--- src/rtl/serial_subtractor.sv ---
// ---------------------------------------------------------------------------
// serial_subtractor
//   Digit-serial two's-complement subtractor: D = A - B - Bin (mod 2^WIDTH).
//   Processes DIGIT bits per clock, LSB digit first, so a result takes
//   N = WIDTH/DIGIT compute cycles. Borrow-out and signed overflow use the
//   same semantics as the companion adder's carry-out and overflow flags.
//
// Ports
//   clk        rising-edge clock
//   rst        synchronous, active-high reset
//   in_valid   A/B/Bin valid              in_ready   operands accepted (IDLE)
//   A, B, Bin  minuend, subtrahend, borrow-in
//   out_valid  D/Bout/overFlow hold a completed result (DONE)
//   out_ready  consumer takes the result
//   D          difference
//   Bout       unsigned borrow-out (A < B + Bin)
//   overFlow   signed overflow
//   busy       high while digits are being computed (CALC)
// ---------------------------------------------------------------------------
module serial_subtractor #(
    parameter int WIDTH = 32,
    parameter int DIGIT = 8
) (
    input  logic             clk,
    input  logic             rst,
    input  logic             in_valid,
    output logic             in_ready,
    input  logic [WIDTH-1:0] A,
    input  logic [WIDTH-1:0] B,
    input  logic             Bin,
    output logic             out_valid,
    input  logic             out_ready,
    output logic [WIDTH-1:0] D,
    output logic             Bout,
    output logic             overFlow,
    output logic             busy
);

    localparam int N  = WIDTH / DIGIT;
    localparam int CW = (N > 1) ? $clog2(N) : 1;

    typedef enum logic [1:0] {
        IDLE = 2'd0,
        CALC = 2'd1,
        DONE = 2'd2
    } state_t;

    state_t r_state;
    state_t w_state_nxt;

    // Latched operands and working state
    logic [WIDTH-1:0] r_a;
    logic [WIDTH-1:0] r_b;
    logic [WIDTH-1:0] r_res;
    logic             r_borrow;
    logic [CW-1:0]    r_cnt;

    // Presented result registers
    logic [WIDTH-1:0] r_d;
    logic             r_bout;
    logic             r_ovf;

    // Digit datapath
    logic [DIGIT-1:0] w_a_dig;
    logic [DIGIT-1:0] w_b_dig;
    logic [DIGIT:0]   w_sum;
    logic             w_borrow_nxt;
    logic [WIDTH-1:0] w_res_nxt;
    logic             w_last;
    logic             w_accept;
    logic             w_ovf_nxt;

    assign w_accept = (r_state == IDLE) && in_valid;
    assign w_last   = (r_cnt == CW'(N - 1));

    // Select digit k of the latched operands. Constant-index slices keep the
    // mux shape obvious and avoid variable part-selects.
    always_comb begin
        w_a_dig = '0;
        w_b_dig = '0;
        for (int k = 0; k < N; k++) begin
            if (r_cnt == CW'(k)) begin
                w_a_dig = r_a[k*DIGIT +: DIGIT];
                w_b_dig = r_b[k*DIGIT +: DIGIT];
            end
        end
    end

    // Subtraction as A + ~B + ~borrow; the carry out of the digit is the
    // inverse of the borrow passed to the next digit.
    assign w_sum        = {1'b0, w_a_dig} + {1'b0, ~w_b_dig} + {{DIGIT{1'b0}}, ~r_borrow};
    assign w_borrow_nxt = ~w_sum[DIGIT];

    // Working result with the current digit merged in; on the last digit this
    // is the complete difference that gets presented.
    always_comb begin
        w_res_nxt = r_res;
        for (int k = 0; k < N; k++) begin
            if (r_cnt == CW'(k)) begin
                w_res_nxt[k*DIGIT +: DIGIT] = w_sum[DIGIT-1:0];
            end
        end
    end

    // Signed overflow only possible when operand signs differ; then it is
    // flagged when the result sign disagrees with the minuend.
    assign w_ovf_nxt = (r_a[WIDTH-1] != r_b[WIDTH-1]) &&
                       (w_res_nxt[WIDTH-1] != r_a[WIDTH-1]);

    // ------------------------------------------------------------------
    // FSM: state register
    // ------------------------------------------------------------------
    always_ff @(posedge clk) begin
        if (rst) begin
            r_state <= IDLE;
        end else begin
            r_state <= w_state_nxt;
        end
    end

    // FSM: next state and handshake outputs
    always_comb begin
        w_state_nxt = r_state;
        in_ready    = 1'b0;
        out_valid   = 1'b0;
        busy        = 1'b0;
        case (r_state)
            IDLE: begin
                in_ready = 1'b1;
                if (in_valid) begin
                    w_state_nxt = CALC;
                end
            end
            CALC: begin
                busy = 1'b1;
                if (w_last) begin
                    w_state_nxt = DONE;
                end
            end
            DONE: begin
                out_valid = 1'b1;
                if (out_ready) begin
                    w_state_nxt = IDLE;
                end
            end
            default: begin
                w_state_nxt = IDLE;
            end
        endcase
    end

    // ------------------------------------------------------------------
    // Datapath registers
    // ------------------------------------------------------------------
    always_ff @(posedge clk) begin
        if (rst) begin
            r_a      <= '0;
            r_b      <= '0;
            r_res    <= '0;
            r_borrow <= 1'b0;
            r_cnt    <= '0;
        end else if (w_accept) begin
            r_a      <= A;
            r_b      <= B;
            r_res    <= '0;
            r_borrow <= Bin;
            r_cnt    <= '0;
        end else if (r_state == CALC) begin
            r_res    <= w_res_nxt;
            r_borrow <= w_borrow_nxt;
            r_cnt    <= w_last ? '0 : r_cnt + CW'(1);
        end
    end

    // Presented result: only updated on the edge that enters DONE, so it is
    // held through backpressure and through the next operation's CALC.
    always_ff @(posedge clk) begin
        if (rst) begin
            r_d    <= '0;
            r_bout <= 1'b0;
            r_ovf  <= 1'b0;
        end else if ((r_state == CALC) && w_last) begin
            r_d    <= w_res_nxt;
            r_bout <= w_borrow_nxt;
            r_ovf  <= w_ovf_nxt;
        end
    end

    assign D        = r_d;
    assign Bout     = r_bout;
    assign overFlow = r_ovf;

endmodule

--- config.mk ---
export PLATFORM = sky130hd
export DESIGN_NAME = serial_subtractor
export DESIGN_NICKNAME = d
export VERILOG_FILES = /design/src/rtl/serial_subtractor.sv
export SDC_FILE = /design/constraint.sdc
export NUM_CORES = 1
export LEC_CHECK = 0
export CAP_MARGIN = 20
export CORE_MARGIN = 2
export CORE_UTILIZATION = 52
export DETAILED_ROUTE_END_ITERATION = 7
export PLACE_DENSITY_LB_ADDON = 0.05
export SYNTH_ARGS = -nofsm -noshare
export SYNTH_HDL_FRONTEND = slang
export SYNTH_SLANG_ARGS = --single-unit
export TNS_END_PERCENT = 5
--- constraint.sdc ---
create_clock -name clk -period 3.9 [get_ports clk]
set_input_delay 0.39 -clock clk [delete_from_list [all_inputs] [get_ports clk]]
set_output_delay 0.39 -clock clk [all_outputs]
set_load 0.02 [all_outputs]
### Word-level counts from Yosys, hierarchy flattened

Cells that the tools add are included.
Widths: inputs -> output; s select.

* word-level logic and storage cells: 55
* output and inout bits: 37
* input bits: 69
* register bits after elaboration: 135

* eq/ne operators: 10
* add/subtract/negate cells: 3
* reductions and logical operators: 8
* bitwise operators: 3
* multiplexer cells: 22

Operators by type and width (count)
* $mux 8: 12
* $add 8x8->9: 1
* $add 9x1->9: 1
* $mux 2: 4
* $not 8->8: 1
* $eq 2x2->1 const B: 3
* $ne 2x2->1 const B: 3
* $pmux 2 s3: 1
* $mux 1: 5
* $eq 2x1->1 const B: 2
* $logic_not 2->1: 2
* $logic_and 1x1->1: 3
* $reduce_and 3->1: 1
* $add 2x1->2 const B: 1
* $ne 1x1->1: 2
* $not 1->1: 2
* $reduce_bool 2->1: 1
* $reduce_or 2->1: 1

### Longest topological paths before layout

Gate-level depths: netlist (run 1).

* depth in word-level cells: 11
* depth in mapped cells: 16
* mapped depth without buffers: 14

### Worst setup path before layout (run 1)

Ideal clock, no wire load.

* kind: register to register
* from: reg r_cnt[0]
* to: reg r_d[14], in the netlist D[14]
* required time: 3.814 ns
* library setup time: 0.086 ns
* path slack: 0.497 ns
* clock period less this slack: 3.403 ns
* arrival time: 3.318 ns
* buffers on the path: 2
* cell stages (with the launch flop): 16
* path through: dfxtp_1 > inv_1 > ha_1 > clkbuf_1 > buf_1 > nand3b_1 > a21oi_1 > a21oi_1 > o21ai_0 > fa_1 > fa_1 > a211oi_1 > o21ai_1 > a211oi_2 > mux2i_1 > a211oi_1

* word-level cells in the longest chain between the ends: 9
* elaborated cells between the ends (all ways): 17
* classes of those cells: add/sub (2); eq/ne (3); mux (9); bitwise (1); reduce/logical (2)

RTL lines
* from (decl): line 56 `logic [CW-1:0] r_cnt;`
* from (signal assigned): line 171 `r_cnt <= w_last ? '0 : r_cnt + CW'(1);`
* $logic_not 2->1: line 82 `if (r_cnt == CW'(k)) begin`
* $mux 8 (4 in series): line 82
* $not 8->8: line 91 `assign w_sum = {1'b0, w_a_dig} + {1'b0, ~w_b_dig} + {{DIGIT{1'b0}}, ~r_borrow};`
* $add 8x8->9: line 91
* $add 9x1->9: line 91
* $mux 8: line 99 `if (r_cnt == CW'(k)) begin`
* to (signal assigned): line 183 `r_d <= w_res_nxt;`
* to (decl): line 59 `logic [WIDTH-1:0] r_d;`

Several ways; a longest one is shown, not always the timed one.
A chain may end at the register's enable or synchronous reset.

### Final worst setup path (run 1)

Same ends and word-level chain as after synthesis.

==> results by group, run 1 <==
Run status
  – Result of the run: completed

Routing
  – Via density per instance: 5.37
  – ANT nets after route: 0
  – Total number of vias: 5,143
  – Detailed router's first-iteration violation count: 325
  – Final Routed Wirelength: 14.2 mm
  – DRC Markers: 0
  – TritonRoute pass-1 iters: 5
  – WL per Instance: 14.8 um

STA
  – Max-slew violation count: 0
  – Unrepaired setup endpoints after global routing: false
  – Final critical delay including setup and external delays: 3.56 ns
  – Highest achievable clock rate: 281 MHz
  – Final count of hold timing violations: 0
  – Total Negative Setup Slacks: 0 ns
  – Actual transition at the worst max-transition pin: 1.08 ns
  – Final worst path period share: 91.3%
  – Final-report setup violation count: 0
  – Relative slew margins: 28.3%
  – Post-Route Skew: 0.00892 ns

Clock network
  – TritonCTS buffer count: 17
  – Clock-pin transition on the worst setup and hold timing paths: 0.06 ns
  – Maximum root-to-sink buffer count: 2
  – Number of instances resized during post-cts repair: 0
  – Clock network latency to the later pin of the worst-skew pair: 0.55 ns
  – Clk Tree Root Cell: clkbuf_8
  – H-tree depth reported by CTS: 4
  – # hold bufs at CTS: 0
  – Count of clock tree sinks: 127
  – Setup Fix Bufs, Post-CTS: 0
  – TritonCTS clock tree: yes

Worst setup path
  – Beginning of the critical path: r_cnt[0]
  – Required time of the worst setup path: 4.35 ns
  – Crit Path Max Fanout: 17
  – Source of the worst register-to-register timing path: r_cnt[0]
  – Nature of the critical path startpoint: flip-flop
  – Crit-path most repeated cell: a21oi_1
  – Worst setup EP type: flip-flop
  – Critical path's slowest cell: fa_1
  – Worst stage delay on the critical path: 0.44 ns
  – Setup slack on the worst flop-to-flop path: 0.34 ns
  – Kind of cell adding the most delay to the critical path: compound AO/OA/AOI/OAI gates
  – Worst reg-to-reg path cell count: 14
  – Path type of the worst setup path: flip-flop to flip-flop
  – Critical path data arrival time: 4.01 ns
  – Cell Chain, Critical Path: inv_1 > ha_1 > buf_4 > a21oi_1 > a21oi_1 > nor2_1 > a21oi_1 > fa_1 > fa_1 > a211oi_1 > o21ai_1 > a211oi_4 > mux2i_1 > a211oi_1
  – Buffers & Inverters on Critical Path: 2
  – Terminus of the critical flop-to-flop path: D[14]

Pwr
  – Leakage dissipation: 2.58 nW
  – Peak ir drop on the vdd network: 0.000359 V
  – Tot Pwr: 3.42 mW
  – Power density normalized to cell area: 471 nW/um2

Floorplanning
  – Floorplan die width: 108 um
  – Die Footprint: 11,600 um2
  – Top-level port count: 106
  – Effective utilization at floorplan: 53.9%
  – Floorplan Core Area: 10,400 um2
  – Die span in y: 108 um
  – Cell row count: 37

Cells and area
  – Final-stage net count: 892
  – Filler Cells Inserted: 870
  – Final standard cell utilization of the core: 69.9%
  – Layout cells sized above 1: 6.33%
  – Antenna diodes: 0
  – Area growth from synthesis to final layout: 29.7%

Global routing
  – Initial antenna violation count: 0
  – Final global-route overflow total: 0
  – Overall routing resource usage: 25.4%
  – First-pass GRT wire length: 22.8 mm
  – Via count of the first global-routing pass: 4,710
  – Largest net degree at the start of global routing: 102

Synth
  – Library cells used by synthesis: 39
  – Most used flip-flop cell after synthesis: dfxtp_1
  – Post-synthesis sequential element count: 127
  – Synth warnings: 0
  – Cells taking the most area after synthesis: dfxtp_1 (45%), nand2_1 (15%), a21oi_1 (13%)
  – Post-synth ARST share: 0%
  – Fraction of synthesized cell area taken by the top area cell type: 45.4%
  – Netlist Area Pre-Place: 5590 um2
  – Most used standard cells in the synthesized netlist: nand2_1 (217), a21oi_1 (144), dfxtp_1 (127), clkbuf_1 (43), nor2_1 (41)
  – Most frequent cell after synthesis: nand2_1
  – Cells after synthesis: 730
  – Nets in the synthesized netlist: 812
  – Register area share after synthesis: 45.4%
  – EDFF count, synth: 0
  – Library cell with the largest summed area after synthesis: dfxtp_1
  – Synth Area per Inst: 7.66 um2

Placement
  – Count of input and output buffers: 105
  – Post-detail-place hpwl: 9.62 mm
  – Routability congestion estimate from global placement: 0.853

Min path
  – Hold crit path type: input pin to flip-flop
  – Number of cells on the worst hold path: 3
  – Source of the worst hold timing path: A[9]
  – End point of the worst hold path: r_a[9]

Run
  – Max-cap violation count: 0
worst max-delay path by stage:
| stage | cells after the start | slack, ns | end |
|---|---|---|---|
| 3_3_place_gp | 14 | 0.48 | D[14] |
| 2_1_floorplan | 15 | 0.50 | D[14] |
| 3_5_place_dp | 14 | 0.24 | D[14] |
| 4_1_cts | 14 | 0.23 | D[14] |
| 6_report | 14 | 0.34 | D[14] |
| 5_1_grt | 14 | 0.01 | D[6] |
worst reg2reg max path: stages, from the launching register on:
cell	delay, ns
dfxtp_1	0.40
inv_1	0.10
ha_1	0.26
buf_4	0.21
a21oi_1	0.15
a21oi_1	0.06
nor2_1	0.10
a21oi_1	0.06
fa_1	0.44
fa_1	0.44
a211oi_1	0.29
o21ai_1	0.19
a211oi_4	0.39
mux2i_1	0.13
a211oi_1	0.25
layout make-up:
class	instances	area [um2]	area share, %
Timing Repair Buffer	120	1170	16.2
Clock inverter	5	52.6	0.725
Inverter	8	30.0	0.414
Clock buffer	26	508	7.00
Sequential cell	127	2540	35.1
Tap cell	136	170	2.35
Multi-Input combinational cell	536	2780	38.3
power breakdown:
group          switching (mW)  internal [mW]  total [mW]
clock network           0.546          0.940        1.49
logic                   0.323          0.227       0.550
registers              0.0315           1.35        1.38
per-layer routing:
metal / GRT usage, % / wire (um) / vias up
met2: 40.4 / 6650 / 132
li1: - / - / 2615
met4: 10.3 / 233 / 0
met1: 33.0 / 6620 / 2377
met5: 0 / 0 / -
met3: 5.99 / 705 / 19
kinds of logic (layout without fill, tap and decap cells):
group,count (synthesis),in the layout,synth area share (%)
xor gates and xnor gates,4,4,0.626
adders and majority gates,13,13,3.18
and+or+nand+nor,298,298,21.9
buffers and inverters,67,159,5.17
AOI/OAI and AO/OA,203,203,20.4
DFF,127,127,45.4
muxes,18,18,3.22
registers in the layout, indices dropped and copies added, names as in the netlist:
name      flops
Bout          1
D            32
r_state       2
overFlow      1
r_b          32
r_res        24
r_cnt         2
r_borrow      1
r_a          32
through the flow:
stage | setup slack [ns] | instances | hold slack, ns | instance area, um2
5_1_grt | 0.0102 | 958 | 0.392 | 7250
3_5_place_dp | 0.243 | 926 | 0.446 | 6660
3_3_place_gp | 0.481 | 926 | 0.440 | 6660
2_1_floorplan | 0.497 | 730 | 0.436 | 5590
6_report | 0.338 | 958 | 0.393 | 7250
4_1_cts | 0.226 | 957 | 0.374 | 7220
cell usage in the layout, fill, tap and decap left out, types with 7 or more instances in the layout:
master and n:
clkbuf_16 16, clkbuf_8 7, nand3b_1 16, a211oi_1 24
inv_1 8, dfxtp_1 127, ha_1 10, clkdlybuf4s50_1 104
buf_4 15, nor2_1 41, a21oi_1 144, o21ai_0 15
mux2i_1 18, nand2_1 216
Power figures use the tool's default switching activity.
==> run 2: changes to the inputs <==
--- a/config.mk
+++ b/config.mk
@@ -6,6 +6,7 @@
 export NUM_CORES = 1
 export LEC_CHECK = 0
 export CAP_MARGIN = 20
+export CORE_ASPECT_RATIO = 0.9
 export CORE_MARGIN = 2
 export CORE_UTILIZATION = 52
 export DETAILED_ROUTE_END_ITERATION = 7
==> constraint.sdc (replaced) <==
create_clock -name clk -period 4 [get_ports clk]
set_input_delay 0.4 -clock clk [delete_from_list [all_inputs] [get_ports clk]]
set_output_delay 0.4 -clock clk [all_outputs]
set_load 0.02 [all_outputs]
==> run 2 against run 1 <==
  * Clock-buffer cell count fell by 4
  * Via count increased by 2.0%
  * Fmax shrank 3.1%
  * Critical endpoint is now D[6]
  * Sequential share of layout area decreased by 0.39 points
  * Critical path type unchanged
  * Highest routed layer unchanged
  * Hold slack improved by 0.058 ns
  * Clock skew up 0.0011 ns
  * First-iteration DRC count is 0.92% higher
  * Die area is essentially flat
  * Core utilization rose by 0.72 points
  * Setup slack got worse by 0.014 ns
==> results by group, run 2 (synthesized netlist as in run 1, its figures left out) <==
Run status
  – Result of the run: completed (unchanged)

Cells and area
  – Layout cells sized above 1: 6.56% (was 6.33%)
  – Area growth from synthesis to final layout: 31.1% (was 29.7%)
  – Commonest non-fill, non-tap cell in the layout: nand2_1 (unchanged)
  – Antenna diodes: 0 (unchanged)
  – Commonest cells after routing, fill and taps aside: nand2_1 (216), a21oi_1 (144), dfxtp_1 (127) (unchanged)
  – Final-stage net count: 892 (unchanged)

STA
  – Actual transition at the worst max-transition pin: 1.05 ns (was 1.08 ns)
  – Worst Hold Margin: 0.451 ns (was 0.393 ns)
  – Final-report setup violation count: 0 (unchanged)
  – Final critical delay including setup and external delays: 3.68 ns (was 3.56 ns)
  – Highest achievable clock rate: 272 MHz (was 281 MHz)
  – Total Negative Setup Slacks: 0 ns (unchanged)
  – Final worst path period share: 91.9% (was 91.3%)
  – Relative slew margins: 30.3% (was 28.3%)
  – Post-Route Skew: 0.0100 ns (was 0.00892 ns)
  – Final count of hold timing violations: 0 (unchanged)
  – Max-slew violation count: 0 (unchanged)
  – Unrepaired setup endpoints after global routing: false (unchanged)

Floorplanning
  – Die Footprint: 11,600 um2 (about the same)
  – Die span in y: 102 um (was 108 um)
  – Top-level port count: 106 (unchanged)
  – Cell row count: 35 (was 37)
  – Floorplan Core Area: 10,400 um2 (about the same)
  – Floorplan die width: 113 um (was 108 um)
  – Effective utilization at floorplan: 53.9% (about the same)

Routing
  – DRC Markers: 0 (unchanged)
  – Detailed router's first-iteration violation count: 328 (was 325)
  – WL per Instance: 15.3 um (was 14.8 um)
  – Total number of vias: 5,246 (was 5,143)
  – TritonRoute pass-1 iters: 5 (unchanged)
  – Via density per instance: 5.51 (was 5.37)
  – ANT nets after route: 0 (unchanged)
  – Final Routed Wirelength: 14.6 mm (was 14.2 mm)

Clock network
  – # hold bufs at CTS: 0 (unchanged)
  – Clock network latency to the later pin of the worst-skew pair: 0.41 ns (was 0.55 ns)
  – TritonCTS clock tree: yes (unchanged)
  – Maximum root-to-sink buffer count: 2 (unchanged)
  – Clk Tree Root Cell: clkbuf_16 (was clkbuf_8)
  – Clock-pin transition on the worst setup and hold timing paths: 0.06 ns (about the same)
  – H-tree depth reported by CTS: 4 (unchanged)
  – Count of clock tree sinks: 127 (unchanged)
  – TritonCTS buffer count: 17 (unchanged)

Pwr
  – Leakage dissipation: 2.62 nW (was 2.58 nW)
  – Switching share of power: 25.6% (was 26.3%)
  – Power spent charging and discharging nets: 0.901 mW (was 0.900 mW)
  – Share of total power in sequential cells: 38.2% (was 40.4%)
  – Power density normalized to cell area: 481 nW/um2 (was 471 nW/um2)
  – Pint: 2.62 mW (was 2.52 mW)
  – Logic gate share of total power: 15.4% (was 16.1%)
  – Peak ir drop on the vdd network: 0.000409 V (was 0.000359 V)
  – Clock network power share: 46.4% (was 43.5%)

Global routing
  – First-pass GRT wire length: 23.4 mm (was 22.8 mm)
  – Overall routing resource usage: 25.7% (was 25.4%)
  – Via count of the first global-routing pass: 4,864 (was 4,710)
  – Final global-route overflow total: 0 (unchanged)
  – Largest net degree at the start of global routing: 102 (unchanged)
  – Initial antenna violation count: 0 (unchanged)

Worst setup path
  – Worst setup EP type: flip-flop (unchanged)
  – Path type of the worst setup path: flip-flop to flip-flop (unchanged)
  – Cell Chain, Critical Path: ha_1 > buf_4 > nand3b_1 > a21oi_1 > a21oi_1 > o21ai_0 > fa_1 > fa_1 > a211oi_1 > o21ai_1 > a211oi_4 > mux2i_1 > a211oi_1 (was inv_1 > ha_1 > buf_4 > a21oi_1 > a21oi_1 > nor2_1 > a21oi_1 > fa_1 > fa_1 > a211oi_1 > o21ai_1 > a211oi_4 > mux2i_1 > a211oi_1)
  – Required time of the worst setup path: 4.31 ns (was 4.35 ns)
  – Buffers & Inverters on Critical Path: 1 (was 2)
  – Critical path data arrival time: 3.99 ns (was 4.01 ns)
  – Worst stage delay on the critical path: 0.48 ns (was 0.44 ns)
  – Kind of cell adding the most delay to the critical path: compound AO/OA/AOI/OAI gates (unchanged)
  – WP depth: 13 (was 14)
  – Critical path's slowest cell: fa_1 (unchanged)
  – Nature of the critical path startpoint: flip-flop (unchanged)
  – Crit Path Max Fanout: 29 (was 17)
  – Worst reg-to-reg path cell count: 13 (was 14)

Placement
  – Post-detail-place hpwl: 9.54 mm (was 9.62 mm)
  – Count of input and output buffers: 105 (unchanged)
  – Routability congestion estimate from global placement: 0.875 (was 0.853)

Run
  – Max-cap violation count: 0 (unchanged)

Min path
  – Number of cells on the worst hold path: 2 (was 3)
  – Hold crit path type: flip-flop to flip-flop (was input pin to flip-flop)
[run 2: cell types whose count changed in the layout (fill, tap and decap cells not counted), sizes merged]
cell,change
clkinv,+1
bufinv,+3
clkbuf,-4
clkinvlp,+1
[run 2: layout make-up]
cell class / instances / area [um2]
repair buffers: 120 / 1190
clock buffers: 22 / 474
well taps: 129 / 161
multi-input cells: 536 / 2780
flip-flops and latches: 127 / 2540
inverters: 8 / 30.0
clock inverters: 10 / 159
fillers: 834 / 3040
[run 2: through the flow]
step           total power, mW  worst slack [ns]  utilization, %  instance area (um2)  cells
2_1_floorplan             1.70             0.597               -                 5590    730
3_3_place_gp              1.87             0.536            64.0                 6640    918
3_5_place_dp              1.89             0.314            64.0                 6640    918
4_1_cts                   3.51             0.294            70.1                 7280    950
5_1_grt                   3.66            0.0344            70.7                 7330    952
6_report                  3.53             0.324            70.7                 7330    952
[run 2: routing by layer]
metal	track usage, %	vias to the layer above	share of wire (%)
met5	0	-	0
met4	7.97	0	1.7
met3	6.23	33	6.0
met2	41.4	187	46
met1	34.5	2410	47
li1	-	2616	-
[run 2: power groups by stage]
stage	sequential, mW	clock, mW	combinational (mW)
after CTS	1.35	1.65	0.520
after global routing	1.35	1.71	0.594
after floorplan	1.36	0	0.340
after global placement	1.37	0	0.500
final	1.35	1.64	0.541
after detailed placement	1.37	0	0.514
[run 2: worst paths after layout]
check         end     start  slack (ns)
max          D[6]  r_cnt[0]        0.32
min reg2reg  D[2]      D[2]        0.45
max reg2reg  D[6]  r_cnt[0]        0.32
min          D[2]      D[2]        0.45
[run 2: worst reg2reg max path, stage by stage, from the launching register on]
cell and delay (ns):
dfxtp_1 0.41, ha_1 0.22, buf_4 0.27, nand3b_1 0.15, a21oi_1 0.06, a21oi_1 0.11
o21ai_0 0.12, fa_1 0.48, fa_1 0.44, a211oi_1 0.32, o21ai_1 0.21, a211oi_4 0.39
mux2i_1 0.13, a211oi_1 0.27
[run 2: repair_timing]
item | in CTS | in global routing
gates resized for setup | 0 | 2
setup endpoints to repair | 0 | 3
buffers inserted | 0 | 0
